===== src/rtl/mem_arb_pkg.sv =====
// Shared types for the instruction/data memory-port arbiter.
// Holds the FSM, owner and operation encodings plus the load/store decode helper.
package mem_arb_pkg;

    typedef enum logic [1:0] {
        IDLE,
        REQ,
        WAIT
    } state_e;

    typedef enum logic {
        OWN_IMEM,
        OWN_DMEM
    } owner_e;

    typedef enum logic [1:0] {
        OP_READ,
        OP_WRITE,
        OP_ERR
    } op_e;

    // A simultaneous load and store request is meaningless and is answered with an error.
    function automatic op_e decode_dmem_op(input logic ren, input logic wen);
        if (ren && wen) begin
            return OP_ERR;
        end
        if (wen) begin
            return OP_WRITE;
        end
        return OP_READ;
    endfunction

endpackage


===== src/rtl/mem_arbiter_if.sv =====
// Single handshaked memory port shared by fetch and load/store.
// The master side is the arbiter and the slave side is the memory model.
interface mem_arbiter_if #(
    parameter int ADDR_W = 32,
    parameter int DATA_W = 32
);
    logic                  o_mem_ren;
    logic                  o_mem_wen;
    logic [ADDR_W-1:0]     o_mem_addr;
    logic [DATA_W-1:0]     o_mem_wdata;
    logic [DATA_W/8-1:0]   o_mem_mask;
    logic                  i_mem_ready;
    logic                  i_mem_valid;
    logic [DATA_W-1:0]     i_mem_rdata;

    modport master (
        output o_mem_ren, o_mem_wen, o_mem_addr, o_mem_wdata, o_mem_mask,
        input  i_mem_ready, i_mem_valid, i_mem_rdata
    );

    modport slave (
        input  o_mem_ren, o_mem_wen, o_mem_addr, o_mem_wdata, o_mem_mask,
        output i_mem_ready, i_mem_valid, i_mem_rdata
    );
endinterface


===== src/rtl/mem_arb_grant.sv =====
// Combinational grant picker: data side wins by default, fetch wins a tie
// when the previous grant went to the data side so fetch cannot starve.
module mem_arb_grant
    import mem_arb_pkg::*;
(
    input  logic   i_imem_req,
    input  logic   i_dmem_req,
    input  owner_e i_last_grant,
    output logic   o_grant_imem,
    output logic   o_grant_dmem
);
    logic w_imem_wins;

    assign w_imem_wins  = i_imem_req && (!i_dmem_req || (i_last_grant == OWN_DMEM));
    assign o_grant_imem = w_imem_wins;
    assign o_grant_dmem = i_dmem_req && !w_imem_wins;

endmodule


===== src/rtl/mem_arbiter.sv =====
// Serialises fetch and load/store traffic onto one handshaked memory port,
// one outstanding transaction at a time, with per-requester completion pulses.
module mem_arbiter
    import mem_arb_pkg::*;
#(
    parameter int ADDR_W = 32,
    parameter int DATA_W = 32
) (
    input  logic                i_clk,
    input  logic                i_rst,
    input  logic                i_imem_req,
    input  logic [ADDR_W-1:0]   i_imem_addr,
    output logic                o_imem_valid,
    output logic [DATA_W-1:0]   o_imem_rdata,
    input  logic                i_dmem_ren,
    input  logic                i_dmem_wen,
    input  logic [ADDR_W-1:0]   i_dmem_addr,
    input  logic [DATA_W-1:0]   i_dmem_wdata,
    input  logic [DATA_W/8-1:0] i_dmem_mask,
    output logic                o_dmem_done,
    output logic                o_dmem_err,
    output logic [DATA_W-1:0]   o_dmem_rdata,
    mem_arbiter_if.master       mem
);
    state_e              r_state;
    state_e              w_state_next;
    owner_e              r_owner;
    owner_e              r_last_grant;
    op_e                 r_op;
    logic [ADDR_W-1:0]   r_addr;
    logic [DATA_W-1:0]   r_wdata;
    logic [DATA_W/8-1:0] r_mask;

    logic w_dmem_req;
    logic w_grant_imem;
    logic w_grant_dmem;
    logic w_grant;

    assign w_dmem_req = i_dmem_ren || i_dmem_wen;
    assign w_grant    = (r_state == IDLE) && (w_grant_imem || w_grant_dmem);

    mem_arb_grant u_grant (
        .i_imem_req   (i_imem_req),
        .i_dmem_req   (w_dmem_req),
        .i_last_grant (r_last_grant),
        .o_grant_imem (w_grant_imem),
        .o_grant_dmem (w_grant_dmem)
    );

    // State register plus the request fields captured at grant time.
    always_ff @(posedge i_clk) begin
        if (i_rst) begin
            r_state      <= IDLE;
            r_owner      <= OWN_IMEM;
            r_last_grant <= OWN_IMEM;
            r_op         <= OP_READ;
            r_addr       <= '0;
            r_wdata      <= '0;
            r_mask       <= '0;
        end else begin
            r_state <= w_state_next;
            if (w_grant) begin
                if (w_grant_imem) begin
                    r_owner      <= OWN_IMEM;
                    r_last_grant <= OWN_IMEM;
                    r_op         <= OP_READ;
                    r_addr       <= i_imem_addr;
                    r_wdata      <= '0;
                    r_mask       <= '0;
                end else begin
                    r_owner      <= OWN_DMEM;
                    r_last_grant <= OWN_DMEM;
                    r_op         <= decode_dmem_op(i_dmem_ren, i_dmem_wen);
                    r_addr       <= i_dmem_addr;
                    r_wdata      <= i_dmem_wdata;
                    r_mask       <= i_dmem_mask;
                end
            end
        end
    end

    always_comb begin
        w_state_next = r_state;
        case (r_state)
            IDLE: begin
                if (w_grant) begin
                    w_state_next = REQ;
                end
            end
            REQ: begin
                if (r_op == OP_ERR) begin
                    w_state_next = IDLE;
                end else if (mem.i_mem_ready) begin
                    w_state_next = (r_op == OP_WRITE) ? IDLE : WAIT;
                end
            end
            WAIT: begin
                if (mem.i_mem_valid) begin
                    w_state_next = IDLE;
                end
            end
            default: w_state_next = IDLE;
        endcase
    end

    // Everything is forced low while reset is held so an abandoned transaction never completes.
    always_comb begin
        mem.o_mem_ren   = 1'b0;
        mem.o_mem_wen   = 1'b0;
        mem.o_mem_addr  = '0;
        mem.o_mem_wdata = '0;
        mem.o_mem_mask  = '0;
        o_imem_valid    = 1'b0;
        o_imem_rdata    = '0;
        o_dmem_done     = 1'b0;
        o_dmem_err      = 1'b0;
        o_dmem_rdata    = '0;
        if (!i_rst) begin
            case (r_state)
                REQ: begin
                    if (r_op == OP_ERR) begin
                        o_dmem_done = 1'b1;
                        o_dmem_err  = 1'b1;
                    end else begin
                        mem.o_mem_ren   = (r_op == OP_READ);
                        mem.o_mem_wen   = (r_op == OP_WRITE);
                        mem.o_mem_addr  = r_addr;
                        mem.o_mem_wdata = r_wdata;
                        mem.o_mem_mask  = r_mask;
                        o_dmem_done     = (r_op == OP_WRITE) && mem.i_mem_ready;
                    end
                end
                WAIT: begin
                    if (mem.i_mem_valid) begin
                        if (r_owner == OWN_IMEM) begin
                            o_imem_valid = 1'b1;
                            o_imem_rdata = mem.i_mem_rdata;
                        end else begin
                            o_dmem_done  = 1'b1;
                            o_dmem_rdata = mem.i_mem_rdata;
                        end
                    end
                end
                default: ;
            endcase
        end
    end

endmodule


===== src/flat_wrapper.sv =====
// flat-port wrapper written by rule: the top's interface ports become plain ports
module mem_arbiter_flat import mem_arb_pkg::*;
#(
    parameter int ADDR_W = 32,
    parameter int DATA_W = 32
)
  (i_clk, i_rst, i_imem_req, i_imem_addr, o_imem_valid, o_imem_rdata, i_dmem_ren, i_dmem_wen, i_dmem_addr, i_dmem_wdata, i_dmem_mask, o_dmem_done, o_dmem_err, o_dmem_rdata, mem_o_mem_ren, mem_o_mem_wen, mem_o_mem_addr, mem_o_mem_wdata, mem_o_mem_mask, mem_i_mem_ready, mem_i_mem_valid, mem_i_mem_rdata);
  mem_arbiter_if #(.ADDR_W(ADDR_W), .DATA_W(DATA_W)) mem_i ();
  input  logic i_clk;
  input  logic i_rst;
  input  logic i_imem_req;
  input  logic [ADDR_W-1:0] i_imem_addr;
  output logic o_imem_valid;
  output logic [DATA_W-1:0] o_imem_rdata;
  input  logic i_dmem_ren;
  input  logic i_dmem_wen;
  input  logic [ADDR_W-1:0] i_dmem_addr;
  input  logic [DATA_W-1:0] i_dmem_wdata;
  input  logic [DATA_W/8-1:0] i_dmem_mask;
  output logic o_dmem_done;
  output logic o_dmem_err;
  output logic [DATA_W-1:0] o_dmem_rdata;
  output wire logic [$bits(mem_i.o_mem_ren)-1:0] mem_o_mem_ren;
  output wire logic [$bits(mem_i.o_mem_wen)-1:0] mem_o_mem_wen;
  output wire logic [$bits(mem_i.o_mem_addr)-1:0] mem_o_mem_addr;
  output wire logic [$bits(mem_i.o_mem_wdata)-1:0] mem_o_mem_wdata;
  output wire logic [$bits(mem_i.o_mem_mask)-1:0] mem_o_mem_mask;
  input wire logic [$bits(mem_i.i_mem_ready)-1:0] mem_i_mem_ready;
  input wire logic [$bits(mem_i.i_mem_valid)-1:0] mem_i_mem_valid;
  input wire logic [$bits(mem_i.i_mem_rdata)-1:0] mem_i_mem_rdata;
  assign mem_o_mem_ren = mem_i.o_mem_ren;
  assign mem_o_mem_wen = mem_i.o_mem_wen;
  assign mem_o_mem_addr = mem_i.o_mem_addr;
  assign mem_o_mem_wdata = mem_i.o_mem_wdata;
  assign mem_o_mem_mask = mem_i.o_mem_mask;
  assign mem_i.i_mem_ready = mem_i_mem_ready;
  assign mem_i.i_mem_valid = mem_i_mem_valid;
  assign mem_i.i_mem_rdata = mem_i_mem_rdata;
  mem_arbiter #(.ADDR_W(ADDR_W), .DATA_W(DATA_W)) u_core (.i_clk(i_clk), .i_rst(i_rst), .i_imem_req(i_imem_req), .i_imem_addr(i_imem_addr), .o_imem_valid(o_imem_valid), .o_imem_rdata(o_imem_rdata), .i_dmem_ren(i_dmem_ren), .i_dmem_wen(i_dmem_wen), .i_dmem_addr(i_dmem_addr), .i_dmem_wdata(i_dmem_wdata), .i_dmem_mask(i_dmem_mask), .o_dmem_done(o_dmem_done), .o_dmem_err(o_dmem_err), .o_dmem_rdata(o_dmem_rdata), .mem(mem_i));
endmodule

===== config.mk =====
export PLATFORM = sky130hd
export DESIGN_NAME = mem_arbiter_flat
export DESIGN_NICKNAME = d
export VERILOG_FILES = /design/src/rtl/mem_arb_pkg.sv /design/src/rtl/mem_arbiter_if.sv /design/src/rtl/mem_arb_grant.sv /design/src/rtl/mem_arbiter.sv /design/src/flat_wrapper.sv
export SDC_FILE = /design/constraint.sdc
export NUM_CORES = 1
export LEC_CHECK = 0
export ABC_AREA = 1
export CORE_AREA = 5 5 137 139
export CTS_CLUSTER_SIZE = 28
export DETAILED_ROUTE_END_ITERATION = 10
export DIE_AREA = 0 0 142 144
export HOLD_SLACK_MARGIN = 0.08
export PLACE_DENSITY = 0.67
export SLEW_MARGIN = 20
export SYNTH_ARGS = -nofsm -noshare
export SYNTH_HDL_FRONTEND = slang
export SYNTH_SLANG_ARGS = --single-unit

===== constraint.sdc =====
create_clock -name i_clk -period 1.5 [get_ports i_clk]
set_clock_uncertainty 0.1 [all_clocks]
set_input_delay 0.375 -clock i_clk [delete_from_list [all_inputs] [get_ports i_clk]]
set_output_delay 0.375 -clock i_clk [all_outputs]
set_load 0.1 [all_outputs]

## Word level (Yosys, flattened, before mapping)

Index checks and enable logic that the tools add are counted.

- Flip-flop bits (word level): 73

- Equal/unequal tests: 7
- Mux-type cells: 59
- Reduce and logical (&&, ||, !) cells: 13

Operators with widths:

| operator | count |
|---|---|
| $mux W32 | 16 |
| $mux W1 | 27 |
| $mux W2 | 10 |
| $mux W4 | 4 |
| $pmux W2 S3 | 1 |
| $logic_and A1 B1 Y1 | 5 |
| $eq A2 B1 Y1 const B | 2 |
| $eq A2 B2 Y1 const B | 2 |
| $logic_not A2 Y1 | 2 |
| $logic_or A1 B1 Y1 | 3 |
| $ne A3 B2 Y1 const B | 1 |
| $reduce_and A3 Y1 | 1 |
| $logic_not A1 Y1 | 2 |
| $ne A2 B1 Y1 const B | 1 |
| $ne A2 B2 Y1 const B | 1 |
| $pmux W1 S2 | 1 |

## Logic depth before layout (Yosys ltp)

- Depth after elaboration: 17
- Mapped depth: 8

## By module

A second synthesis with hierarchy kept.

- Cells, all modules: 694
- Area total of the unflattened synthesis: 4157.7 µm²

By module, submodules not included:

| module | times used | cells an instance | area each (µm²) | sequential area each (µm²) |
|---|---|---|---|---|
| mem_arbiter | 1 | 690 | 4130.2 | 1461.4 |
| mem_arb_grant | 1 | 4 | 27.5 | 0.0 |

## Worst setup path before layout

Ideal clock, no wire load.

- Kind: flip-flop to output port
- Start: register u_core.r_state[0]
- End: output port o_imem_rdata[10]
- Arrival time: 4.581 ns
- Required time: 1.025 ns
- Path slack: -3.556 ns
- Stages on the path, launching flop included: 8
- Path buffers: 1
- Cells stage by stage: dfxtp_1 -> inv_1 -> ha_1 -> nand2_1 -> nor3_1 -> inv_1 -> buf_2 -> nor2_1

- Cells in the longest elaborated chain, start to end: 3

Ends and longest elaborated chain:

| item | line | RTL |
|---|---|---|
| start: declaration | mem_arbiter.sv:25 | `state_e r_state;` |
| start signal: assignment | mem_arbiter.sv:61 | `r_state <= w_state_next;` |
| $eq A2 B2 Y1 | mem_arbiter.sv:119 | `case (r_state)` |
| $mux W32 | mem_arbiter.sv:119 |  |
| $mux W32 | mem_arbiter.sv:118 | `if (!i_rst) begin` |
| end: declaration | flat_wrapper.sv:14 | `output logic [DATA_W-1:0] o_imem_rdata;` |

Every way passes these cells.

## Worst setup path after layout

- Start: register u_core.r_state[1]
- End: output port mem_o_mem_wdata[31]

- Cells in the longest elaborated chain, start to end: 3

Ends and longest elaborated chain:

| item | line | RTL |
|---|---|---|
| $eq A2 B1 Y1 | mem_arbiter.sv:119 |  |
| $mux W32 | mem_arbiter.sv:119 |  |
| $mux W32 | mem_arbiter.sv:118 |  |
| end: declaration | flat_wrapper.sv:26 | `output wire logic [$bits(mem_i.o_mem_wdata)-1:0] mem_o_mem_wdata;` |

Every way passes these cells.

==> summary.txt <==
Status
  • Status: finished, violations left
  • Failing checks: negative setup slack

Job
  • Max-Cap Viols: 0

Layout
  • Area growth from synthesis to layout: 174%
  • Filler cells: 1298
  • Share of cells above drive strength 1: 44.9%
  • Fin nets: 1175
  • Util after Layout: 66.8%

Clock network
  • H-tree depth: 3
  • Clk buf depth: 2
  • CTS Buf Count: 9
  • Clock tree from TritonCTS: yes
  • Latest clock arrival within the worst-skew pair: 0.33 ns
  • CTS Sinks: 73
  • Root buffer cell: clkbuf_16
  • Clock transition at path regs: 0.06 ns

Synth
  • Yosys top cell by area: dfxtp_1
  • Mean Syn Cell Area: 6.20 um^2
  • Mapped Cells: 690
  • Synth top area cells: dfxtp_1, nand2_1, nor2_1, nand3_1, inv_1
  • Synthesized flop and latch total: 73
  • Post-Syn Area: 4280 um^2
  • Synth top area share: 34.2%
  • Seq/Total Area, Yosys: 34.2%
  • Net count after synthesis: 837
  • YS warnings: 0
  • Post-synthesis cell type count: 24

Timing
  • Max Freq: 450 MHz
  • RSZ-0062 raised after global routing: true
  • Slew @ Worst Pin: 0.343 ns
  • Hold Fails Final Rpt: 0
  • Setup TNS: -96.37 ns
  • Final min period: 2.22 ns
  • Final max-slew violation count: 0
  • Final setup margin: -0.721 ns
  • Relative slew slack: 77.2%
  • Period utilisation layout: 148%
  • Endpoints failing setup: 208

Floorplanning
  • Die width: 142 um
  • Ports: 276
  • Die span in y: 144 um
  • Cell Rows: 49
  • Starting Density: 24.4%
  • Die ar.: 20400 um^2
  • Core box area: 17500 um^2

Global route
  • First-pass GRT wire length: 30600 um
  • Total grt overflow: 0
  • Tot GR Track Use: 19.3%
  • Vias in the first global route: 5524
  • Pin count of the biggest net entering global routing: 94
  • Initial antenna violation count: 2

Worst setup path
  • Most frequent CP cell: buf_12
  • Crit path arrival time: 1.75 ns
  • CP cell instances: inv_4, ha_4, buf_8, nand2_8, buf_12, buf_12, nor2_4, buf_12
  • Critical path peak fanout: 6
  • Required time of the critical path: 1.02 ns
  • Crit. End Element: primary output
  • Crit start category: flop
  • Crit path largest cell delay: 0.37 ns
  • CP max-delay cell: dfxtp_4
  • Critical path class: flop to primary output

Drt
  • DRT Wirelength: 22900 um
  • Avg WL per Cell: 18.1 um
  • First-pass detailed-route iteration total: 4
  • 1st-iter DRT viols: 228
  • Routed vias/inst: 4.66
  • DRC: 0
  • Post-route ant nets: 0
  • DR vias: 5882

Power and ir drop
  • Peak supply drop: 0.753 mV
  • Lkg Pwr: 4.70 nW
  • Power per cell area: 1460 nW/um^2

Placement
  • GPL Wtd Cong: 0.854
  • Port buffer count: 275
  • Detailed placer's ending HPWL: 14200 um
  • Pre-CTS setup slack: -0.829 ns

Hold path
  • Hold Path Class: flop to flop
==> cell usage in the layout, fill, tap and decap left out, types with 2 or more instances in the layout <==
cell type	netlist	layout
a21oi_1	4	3
buf_12	0	168
buf_16	0	11
buf_4	5	33
buf_6	4	14
buf_8	0	2
bufbuf_16	0	2
clkbuf_16	0	18
clkbuf_8	0	2
clkdlybuf4s50_1	0	133
clkinvlp_4	0	2
dfxtp_1	73	69
dfxtp_2	0	2
dfxtp_4	0	2
dlygate4sd2_1	0	5
ha_1	8	4
ha_4	0	4
inv_1	78	72
inv_2	2	3
inv_4	0	4
inv_6	0	2
nand2_1	183	176
nand2_2	3	2
nand2_4	0	6
nand2_8	0	3
nand3_1	67	59
nand3_2	0	6
nand3_4	0	2
nand3b_1	33	33
nand4_1	3	3
nor2_1	141	5
nor2_2	1	25
nor2_4	1	114
o22ai_1	36	7
o22ai_2	0	27
o22ai_4	0	2
==> repair_timing <==
action                                  in CTS  in global routing
pin swaps                                   11                 26
setup buffers                               13                 21
gates resized for setup                     69                 78
endpoints found under the setup margin     209                210
gates cloned                                16                 10
hold buffers                                 0                  0
==> kinds of logic after synthesis <==
group / share of synthesized area (%)
flops: 34.2
fa+ha+maj: 2.34
simple gates: 43.6
buf+inv: 13.6
compound gates: 6.32
==> registers in the layout, indices dropped and copies added, names as in the netlist <==
| register | count |
|---|---|
| u_core.r_addr | 32 |
| u_core.r_mask | 4 |
| u_core.r_op | 2 |
| u_core.r_owner | 1 |
| u_core.r_state | 2 |
| u_core.r_wdata | 32 |
==> power breakdown <==
group / internal, mW / switching [mW]
Sequential: 2.58 / 0.286
Combinational: 5.78 / 6.33
Clock: 1.22 / 0.894
==> path summary, 6_finish.rpt <==
kind                             startpoint                         endpoint  cells past startpoint  slack [ns]
max reg2reg  u_core.r_state[0]$_SDFFE_PP0P_  u_core.r_wdata[22]$_SDFFE_PP0P_                      9       -0.17
min reg2reg  u_core.r_addr[12]$_SDFFE_PP0P_   u_core.r_addr[12]$_SDFFE_PP0P_                      2        0.37
min          u_core.r_addr[12]$_SDFFE_PP0P_   u_core.r_addr[12]$_SDFFE_PP0P_                      2        0.37
max          u_core.r_state[1]$_SDFFE_PP0P_              mem_o_mem_wdata[31]                      8       -0.72
==> stage by stage <==
stage / std cells / area, um^2 / hold WS (ns) / power, mW
3_3_place_gp: 1196 / 9950 / 0.357 / 10.4
4_1_cts: 1240 / 11100 / 0.370 / 15.4
3_5_place_dp: 1196 / 9950 / 0.359 / 10.5
6_report: 1263 / 11700 / 0.366 / 17.1
5_1_grt: 1263 / 11700 / 0.382 / 17.8
2_1_floorplan: 690 / 5310 / 0.348 / 7.76
==> synth_stat cells (all sizes together) <==
cell type and instances:
nand2 186, ha 8, nor3 1, a21oi 5, o21ai 1, nor2 143, dfxtp 73, inv 80
o22ai 36, buf 40, a21boi 1, nand4 3, nand3 67, or2 1, clkbuf 12, nand3b 33
==> per-layer routing <==
| metal | vias to the layer above | part of all wire, % | GRT usage, % |
|---|---|---|---|
| li1 | 2849 | - | - |
| met1 | 2763 | 37 | 21.0 |
| met2 | 231 | 52 | 36.5 |
| met3 | 37 | 7.6 | 5.22 |
| met4 | 2 | 2.4 | 5.66 |
| met5 | - | 0.057 | 0 |
==> worst max-delay path, delay by kind of cell (launching register included) <==
kind                     cells  cell delay [ns]
buffers and inverters        5             0.66
flip-flops                   1             0.37
AND/OR/NAND/NOR              2             0.23
adder cells (fa/ha/maj)      1             0.15
==> cell type report <==
class                      count  area [um^2]  area share (%)
timing repair buffer         377         5770            49.2
multi-input combinational    487         3590            30.6
sequential                    73         1470            12.6
inverter                      80          315            2.69
tap                          229          287            2.44
clock buffer                  11          253            2.16
clock inverter                 5         37.5           0.320
antenna                        1         2.50          0.0213
(Power assumes the default switching activity.)
